==> config.mk <==
export PLATFORM = sky130hd
export DESIGN_NAME = tdm_demux_deinterleaver
export DESIGN_NICKNAME = d
export VERILOG_FILES = /design/src/rtl/tdm_pkg.sv /design/src/rtl/demux_1xn.sv /design/src/rtl/tdm_demux_deinterleaver.sv
export SDC_FILE = /design/constraint.sdc
export NUM_CORES = 1
export LEC_CHECK = 0
export CORE_MARGIN = 4
export CORE_UTILIZATION = 40
export DETAILED_ROUTE_END_ITERATION = 8
export PLACE_DENSITY = 0.68
export SETUP_SLACK_MARGIN = 0.5
export SYNTH_ARGS = -nofsm -noshare
export SYNTH_HDL_FRONTEND = slang
export SYNTH_SLANG_ARGS = --single-unit
==> constraint.sdc <==
create_clock -name clk -period 1.66 [get_ports clk]
set_input_delay 0.166 -clock clk [delete_from_list [all_inputs] [get_ports clk]]
set_output_delay 0.166 -clock clk [all_outputs]
set_load 0.005 [all_outputs]
==> src/rtl/tdm_pkg.sv <==
`default_nettype none
// ============================================================================
//  Module      : tdm_pkg
//  Description : Shared definitions for the TDM link (transmit and receive).
//                Holds the frame-alignment state encoding and the default
//                frame geometry.
//  Revision    : 1.0 - initial release
// ============================================================================
package tdm_pkg;

    // Default frame geometry, shared with the transmit mux.
    localparam int C_DEF_NUM_CH = 4;
    localparam int C_DEF_DATA_W = 8;

    // Frame-alignment state of the receiver.
    typedef enum logic {
        ST_HUNT = 1'b0,   // waiting for a start-of-frame marker
        ST_RUN  = 1'b1    // aligned, assembling frames
    } state_t;

endpackage : tdm_pkg
`default_nettype wire

==> src/rtl/demux_1xn.sv <==
`default_nettype none
// ============================================================================
//  Module      : demux_1xn
//  Description : Combinational 1-to-N write-enable decoder. Asserts exactly
//                one output bit (the one addressed by sel) while en is high.
//                Receive-side mirror of the transmit channel mux.
//  Revision    : 1.0 - initial release
// ============================================================================
module demux_1xn #(
    parameter int N     = 4,
    parameter int SEL_W = 2
) (
    input  logic [SEL_W-1:0] sel,
    input  logic             en,
    output logic [N-1:0]     onehot
);

    // One comparator per output slot; out-of-range sel values select nothing.
    for (genvar k = 0; k < N; k++) begin : g_dec
        assign onehot[k] = en && (sel == SEL_W'(k));
    end

endmodule : demux_1xn
`default_nettype wire

==> src/rtl/tdm_demux_deinterleaver.sv <==
`default_nettype none
// ============================================================================
//  Module      : tdm_demux_deinterleaver
//  Description : Receive end of the TDM link. Accepts one sample per valid
//                cycle, steers it into a per-channel shadow register and,
//                when the last channel of a frame arrives, publishes the whole
//                frame on ch_data with a one-cycle frame_valid strobe.
//                Aligns on in_sof, flags mid-frame in_sof with sync_err.
//  Revision    : 1.0 - initial release
// ============================================================================
module tdm_demux_deinterleaver
    import tdm_pkg::*;
#(
    parameter  int NUM_CH = C_DEF_NUM_CH,
    parameter  int DATA_W = C_DEF_DATA_W,
    localparam int CNT_W  = $clog2(NUM_CH)
) (
    input  logic                     clk,
    input  logic                     rst_n,
    input  logic                     in_valid,
    input  logic                     in_sof,
    input  logic [DATA_W-1:0]        in_data,
    output logic [NUM_CH*DATA_W-1:0] ch_data,
    output logic                     frame_valid,
    output logic [CNT_W-1:0]         ch_sel,
    output logic                     locked,
    output logic                     sync_err
);

    localparam logic [CNT_W-1:0] C_LAST_CH = CNT_W'(NUM_CH - 1);

    state_t                         r_state;
    logic [CNT_W-1:0]               r_ch_sel;
    logic                           r_locked;
    logic                           r_frame_valid;
    logic                           r_sync_err;
    logic [NUM_CH*DATA_W-1:0]       r_ch_data;
    logic [NUM_CH-2:0][DATA_W-1:0]  r_shadow;

    logic                           w_accept;
    logic [CNT_W-1:0]               w_wr_sel;
    logic [NUM_CH-1:0]              w_we;

    // In HUNT only a start-of-frame sample is taken; in RUN every valid one.
    assign w_accept = in_valid && ((r_state == ST_RUN) || in_sof);

    // A start-of-frame sample always lands in slot 0, whatever the counter says.
    assign w_wr_sel = in_sof ? '0 : r_ch_sel;

    demux_1xn #(
        .N     (NUM_CH),
        .SEL_W (CNT_W)
    ) u_we_dec (
        .sel    (w_wr_sel),
        .en     (w_accept),
        .onehot (w_we)
    );

    // Shadow slots 0..NUM_CH-2 capture their sample; the last channel bypasses
    // the shadow and goes straight into ch_data together with the others.
    for (genvar k = 0; k < NUM_CH - 1; k++) begin : g_shadow
        always_ff @(posedge clk) begin
            if (!rst_n) begin
                r_shadow[k] <= '0;
            end else if (w_we[k]) begin
                r_shadow[k] <= in_data;
            end
        end
    end

    // Alignment FSM, channel counter and registered outputs.
    always_ff @(posedge clk) begin
        if (!rst_n) begin
            r_state       <= ST_HUNT;
            r_ch_sel      <= '0;
            r_locked      <= 1'b0;
            r_frame_valid <= 1'b0;
            r_sync_err    <= 1'b0;
            r_ch_data     <= '0;
        end else begin
            r_frame_valid <= 1'b0;
            r_sync_err    <= 1'b0;
            case (r_state)
                ST_HUNT: begin
                    if (in_valid && in_sof) begin
                        r_state  <= ST_RUN;
                        r_locked <= 1'b1;
                        r_ch_sel <= CNT_W'(1);
                    end
                end
                ST_RUN: begin
                    if (in_valid) begin
                        if (in_sof) begin
                            // Realign: any partial frame is abandoned.
                            r_sync_err <= (r_ch_sel != '0);
                            r_ch_sel   <= CNT_W'(1);
                        end else if (w_we[NUM_CH-1]) begin
                            // Last channel: publish the whole frame at once.
                            r_ch_data     <= {in_data, r_shadow};
                            r_frame_valid <= 1'b1;
                            r_ch_sel      <= '0;
                        end else begin
                            r_ch_sel <= r_ch_sel + CNT_W'(1);
                        end
                    end
                end
                default: begin
                    r_state  <= ST_HUNT;
                    r_locked <= 1'b0;
                    r_ch_sel <= '0;
                end
            endcase
        end
    end

    assign ch_data     = r_ch_data;
    assign frame_valid = r_frame_valid;
    assign ch_sel      = r_ch_sel;
    assign locked      = r_locked;
    assign sync_err    = r_sync_err;

    // Counter can only reach C_LAST_CH by incrementing, never beyond it.
    logic w_unused_last;
    assign w_unused_last = (C_LAST_CH == '0);

endmodule : tdm_demux_deinterleaver
`default_nettype wire

-- Word-level counts from Yosys, hierarchy flattened
Index checks and enable logic that the tools add are counted.
- flip-flop bits (word level): 62
- output and inout port bits: 37
- word-level logic and storage cells: 42
- add/subtract/negate cells: 1
- equality and inequality tests: 5
- muxes and demuxes: 9
- bitwise operators: 4
- reductions and logical operators: 14
- operator list (operator ; number):
    2-bit 2-to-1 mux ; 5
    4-bit AND reduction ; 2
    1-bit logical AND ; 6
    2-bit equality test (second input constant) ; 2
    2-bit inequality test (second input constant) ; 2
    1-bit inverter ; 4
    2-bit case mux with 2 select lines ; 1
    2-bit AND reduction ; 2
    4-bit OR reduction ; 1
    1-bit 2-to-1 mux ; 3
    2-bit by 1-bit adder with 2-bit output (second input constant) ; 1
    2-bit by 1-bit equality test with 1-bit output (second input constant) ; 1
    2-bit zero test ; 1
    2-bit nonzero test ; 1
    1-bit logical OR ; 1

-- Logic depth before layout (Yosys ltp)
- depth after elaboration: 7
- mapped depth: 6

-- Cells and area by module
From an unflattened synthesis, not the netlist that was laid out.
- cell total of the unflattened synthesis: 248
- area, all modules: 2521.2 um^2
- modules (own cells, without submodules) (module ; times used ; cells each ; area an instance (um^2) ; sequential area each (um^2)):
    tdm_demux_deinterleaver ; 1 ; 244 ; 2483.6 ; 1241.2
    demux_1xn ; 1 ; 4 ; 37.5 ; 0.0

-- Least setup slack after synthesis
OpenSTA, ideal clock, no wires.
- path kind: register to register
- start: reg r_ch_sel[1] (netlist: ch_sel[1])
- end: reg r_shadow[16] in the netlist's numbering
- arrival: 1.283 ns
- slack: 0.306 ns
- stages on the path, launching flop included: 4
- buffers on the path: 0
- cells stage by stage: dfxtp_1 > inv_2 > nor4_4 > mux2i_1
- longest elaborated chain between the ends: 3
- RTL lines (element ; RTL line ; RTL):
    from (decl) ; tdm_demux_deinterleaver.sv:33 ; logic [CNT_W-1:0] r_ch_sel;
    from (signal assigned) ; tdm_demux_deinterleaver.sv:103 ; r_ch_sel <= r_ch_sel + CNT_W'(1);
    2-bit 2-to-1 mux ; tdm_demux_deinterleaver.sv:48 ; assign w_wr_sel = in_sof ? '0 : r_ch_sel;
    2-bit equality test ; demux_1xn.sv:20 ; assign onehot[k] = en && (sel == SEL_W'(k));
    1-bit logical AND ; demux_1xn.sv:20 ;
    to (signal, indexed assignment) ; tdm_demux_deinterleaver.sv:66 ; r_shadow[k] <= in_data;
    to (decl) ; tdm_demux_deinterleaver.sv:38 ; logic [NUM_CH-2:0][DATA_W-1:0] r_shadow;
Every way passes these cells.
A chain may end at the register's enable or synchronous reset.

-- Final worst setup path
- start: reg r_ch_sel[1] (netlist: ch_sel[1])
- end: reg r_shadow[22] in the netlist's numbering
Same word-level chain as after synthesis.

==> flow_summary.ini <==
[final_layout]
drive_gt1_share_pct = 19.80
area_growth_pct = 39.68
final_cell_mix = nand2_1, mux2i_1, dfxtp_1, dlygate4sd2_1
fin_nets = 301
diodes = 0
fill_cells = 527
layout_commonest_cell = nand2_1
fin_util_pct = 58.59

[critical_path]
worstPathMaxFanout = 8
path_buf_inv = 3
cp-end-kind = flip-flop
crit_family = flip-flops
critPathLaunch = ch_sel[1]$_SDFFE_PN0P_
critPathRequiredTime_ps = 1930
cpMaxStageDelayCell = dfxtp_4
cp_cell_sequence = buf_6 -> inv_4 -> nor4_4 -> buf_12 -> mux2i_1
crit_type = flip-flop to flip-flop
start_kind = flip-flop
arrival_ps = 1520
r2r-start = ch_sel[1]$_SDFFE_PN0P_
slowest_delay_ps = 350

[run_status]
status = complete, no violations

[yosys]
yosys.area_share.adder_pct = 0.5319
synth_top_family_by_area = multiplexers
synth_simple_gate_area_share_pct = 14.36
netlist_area_um2 = 2352
synth-compound-area-share_pct = 1.702
avgSynthCellArea_um2 = 10.60
syn-num-nets = 235
synth_seq_area_share_pct = 52.77
ys_ff_latch = 62
synth_xor_area_share_pct = 0
yosysWarnings = 0
yosysUniqueCellTypes = 26
synth_mux_area_share_pct = 23.83
syn_inst = 222

[worst_hold_path]
hp-class = input port to flip-flop
hp-start = rst_n

[die]
io_pins = 49
die-area_um2 = 7172
start_util_pct = 41.95
dieHeight_um = 84.69
core_area_um2 = 5608
die-width_um = 84.69
num_rows = 27

[sta]
fin_crit_ps = 1255
setup_violations = 0
finalMaxSlewViolations = 0
skew_ps = 9.473
maxSlewHeadroom_pct = 81.40
worst_slew_pin_slew_ps = 279.0
max_freq_mhz = 796.7
period_share_pct = 75.62
hold_viol_final = 0
fin_setup_tns_ps = 0
rsz0062_at_grt = true

[drt]
wl_per_cell_um = 14.31
remaining_drc_errors = 0
first_pass_iters = 4
num_vias = 1748
ant_nets = 0
wl_mm = 5.224
drtIter0Drc = 66
vias_per_cell = 4.789

[global_routing]
grt_max_degree = 35
grt_pass1_wl_mm = 8.079
overflow = 0
antenna_found_initial = 0
met1_usage_pct = 19.07
grt_pass1_vias = 1653
grt_util_met3_pct = 4.809
track_usage_pct = 14.52
busiest_layer = met2
grtUsageMet2_pct = 21.21

[pwr]
power_density_nw_per_um2 = 954.5
leakage_nw = 1.655
peakVddDrop_v = 0.0006468

[clock_network]
clk_root_buffer_cell = clkbuf_8
clk_path_buf_depth = 2
hold_buffers = 0
cts_num_sinks = 62
cts_htree_levels = 3
cts_tree = done
clk_pin_slew_ps = 70
clkLatencyLatePin_ps = 340
cts_buffers = 9

[flow_run]
max_cap_violations = 0

[placement]
gp_congestion = 0.7475
dp_hpwl_mm = 3.330
io_buffers = 48
worst min-delay path: stages:
cell and delay (ps):
buf_2 190, nand2_1 110, nor3_1 50
sequential cells by signal, indices dropped and copies added, names as in the netlist:
name         flops
r_shadow        24
frame_valid      1
locked           1
ch_data         32
r_state          1
sync_err         1
ch_sel           2
power breakdown:
| part | internal (mW) | switching [mW] |
|---|---|---|
| clock network | 0.866 | 0.592 |
| logic | 0.0774 | 0.0866 |
| registers | 1.50 | 0.00967 |
| total | 2.45 | 0.688 |
metal layers:
metal	vias to the layer above	wire length (µm)	share of wire, %
met1	820	2418	46
met4	0	87	1.7
met2	52	2407	46
met5	-	0	0
met3	8	312	6.0
li1	868	-	-
worst paths after layout:
check | to | slack [ps] | cells past startpoint
max | r_shadow[22]$_SDFFE_PN0P_ | 400 | 5
min | sync_err$_SDFF_PN0_ | 230 | 3
max reg2reg | r_shadow[22]$_SDFFE_PN0P_ | 400 | 5
min reg2reg | ch_data[1]$_SDFFE_PN0P_ | 450 | 2
metrics by stage:
step           cells  hold slack, ps  setup WS [ps]  power (mW)  cell area, µm²
2_1_floorplan    222           310.3          419.5       1.634            2366
3_3_place_gp     340           451.0          68.65       1.703            2935
3_5_place_dp     340           451.1          46.00       1.704            2935
4_1_cts          359           209.9          294.8       3.159            3172
5_1_grt          365           222.2          315.9       3.247            3286
6_report         365           228.2          404.7       3.136            3286
Yosys cell counts:
cell,count,area share [%]
nor4_1,1,0.27
buf_6,4,1.9
buf_4,1,0.32
nor4_4,1,0.90
inv_1,2,0.32
buf_2,3,0.64
or2b_1,1,0.32
o21ai_0,1,0.21
ha_1,1,0.53
nand4_1,1,0.27
nor2_2,1,0.27
nand4b_1,1,0.37
nor2_1,2,0.32
dfxtp_1,62,53
or2_1,1,0.27
a221oi_1,1,0.37
dlygate4sd1_1,2,0.74
o31a_1,1,0.37
nand2_1,70,11
clkbuf_1,1,0.16
buf_12,3,2.6
nor3_1,1,0.21
mux2i_1,56,24
inv_2,1,0.16
a21oi_1,2,0.43
o21a_1,1,0.32
kinds of logic (layout without fill, tap and decap cells):
group                    count (synthesis)  count (layout)
AO/OA/AOI/OAI                            6               6
adder cells (fa/ha/maj)                  1               1
buffers and inverters                   17              88
flip-flops                              62              62
multiplexers                            56              56
AND/OR/NAND/NOR                         80              80
timing repair:
item | in CTS | in global routing
pin swaps | 0 | 2
buffers inserted | 3 | 3
resized for setup | 52 | 4
gates cloned | 0 | 3
endpoints found under the setup margin | 87 | 58
area by class of cell:
cell class	instances	area (µm²)	share of cell area, %
multi-input combinational	143	967.2	29.44
clock buffer	12	176.4	5.369
clock inverter	4	51.30	1.561
sequential	62	1266	38.54
timing repair buffer	69	720.7	21.93
inverter	3	13.76	0.4189
tap	72	90.09	2.742
No activity file was read; power rests on OpenSTA's default activity.
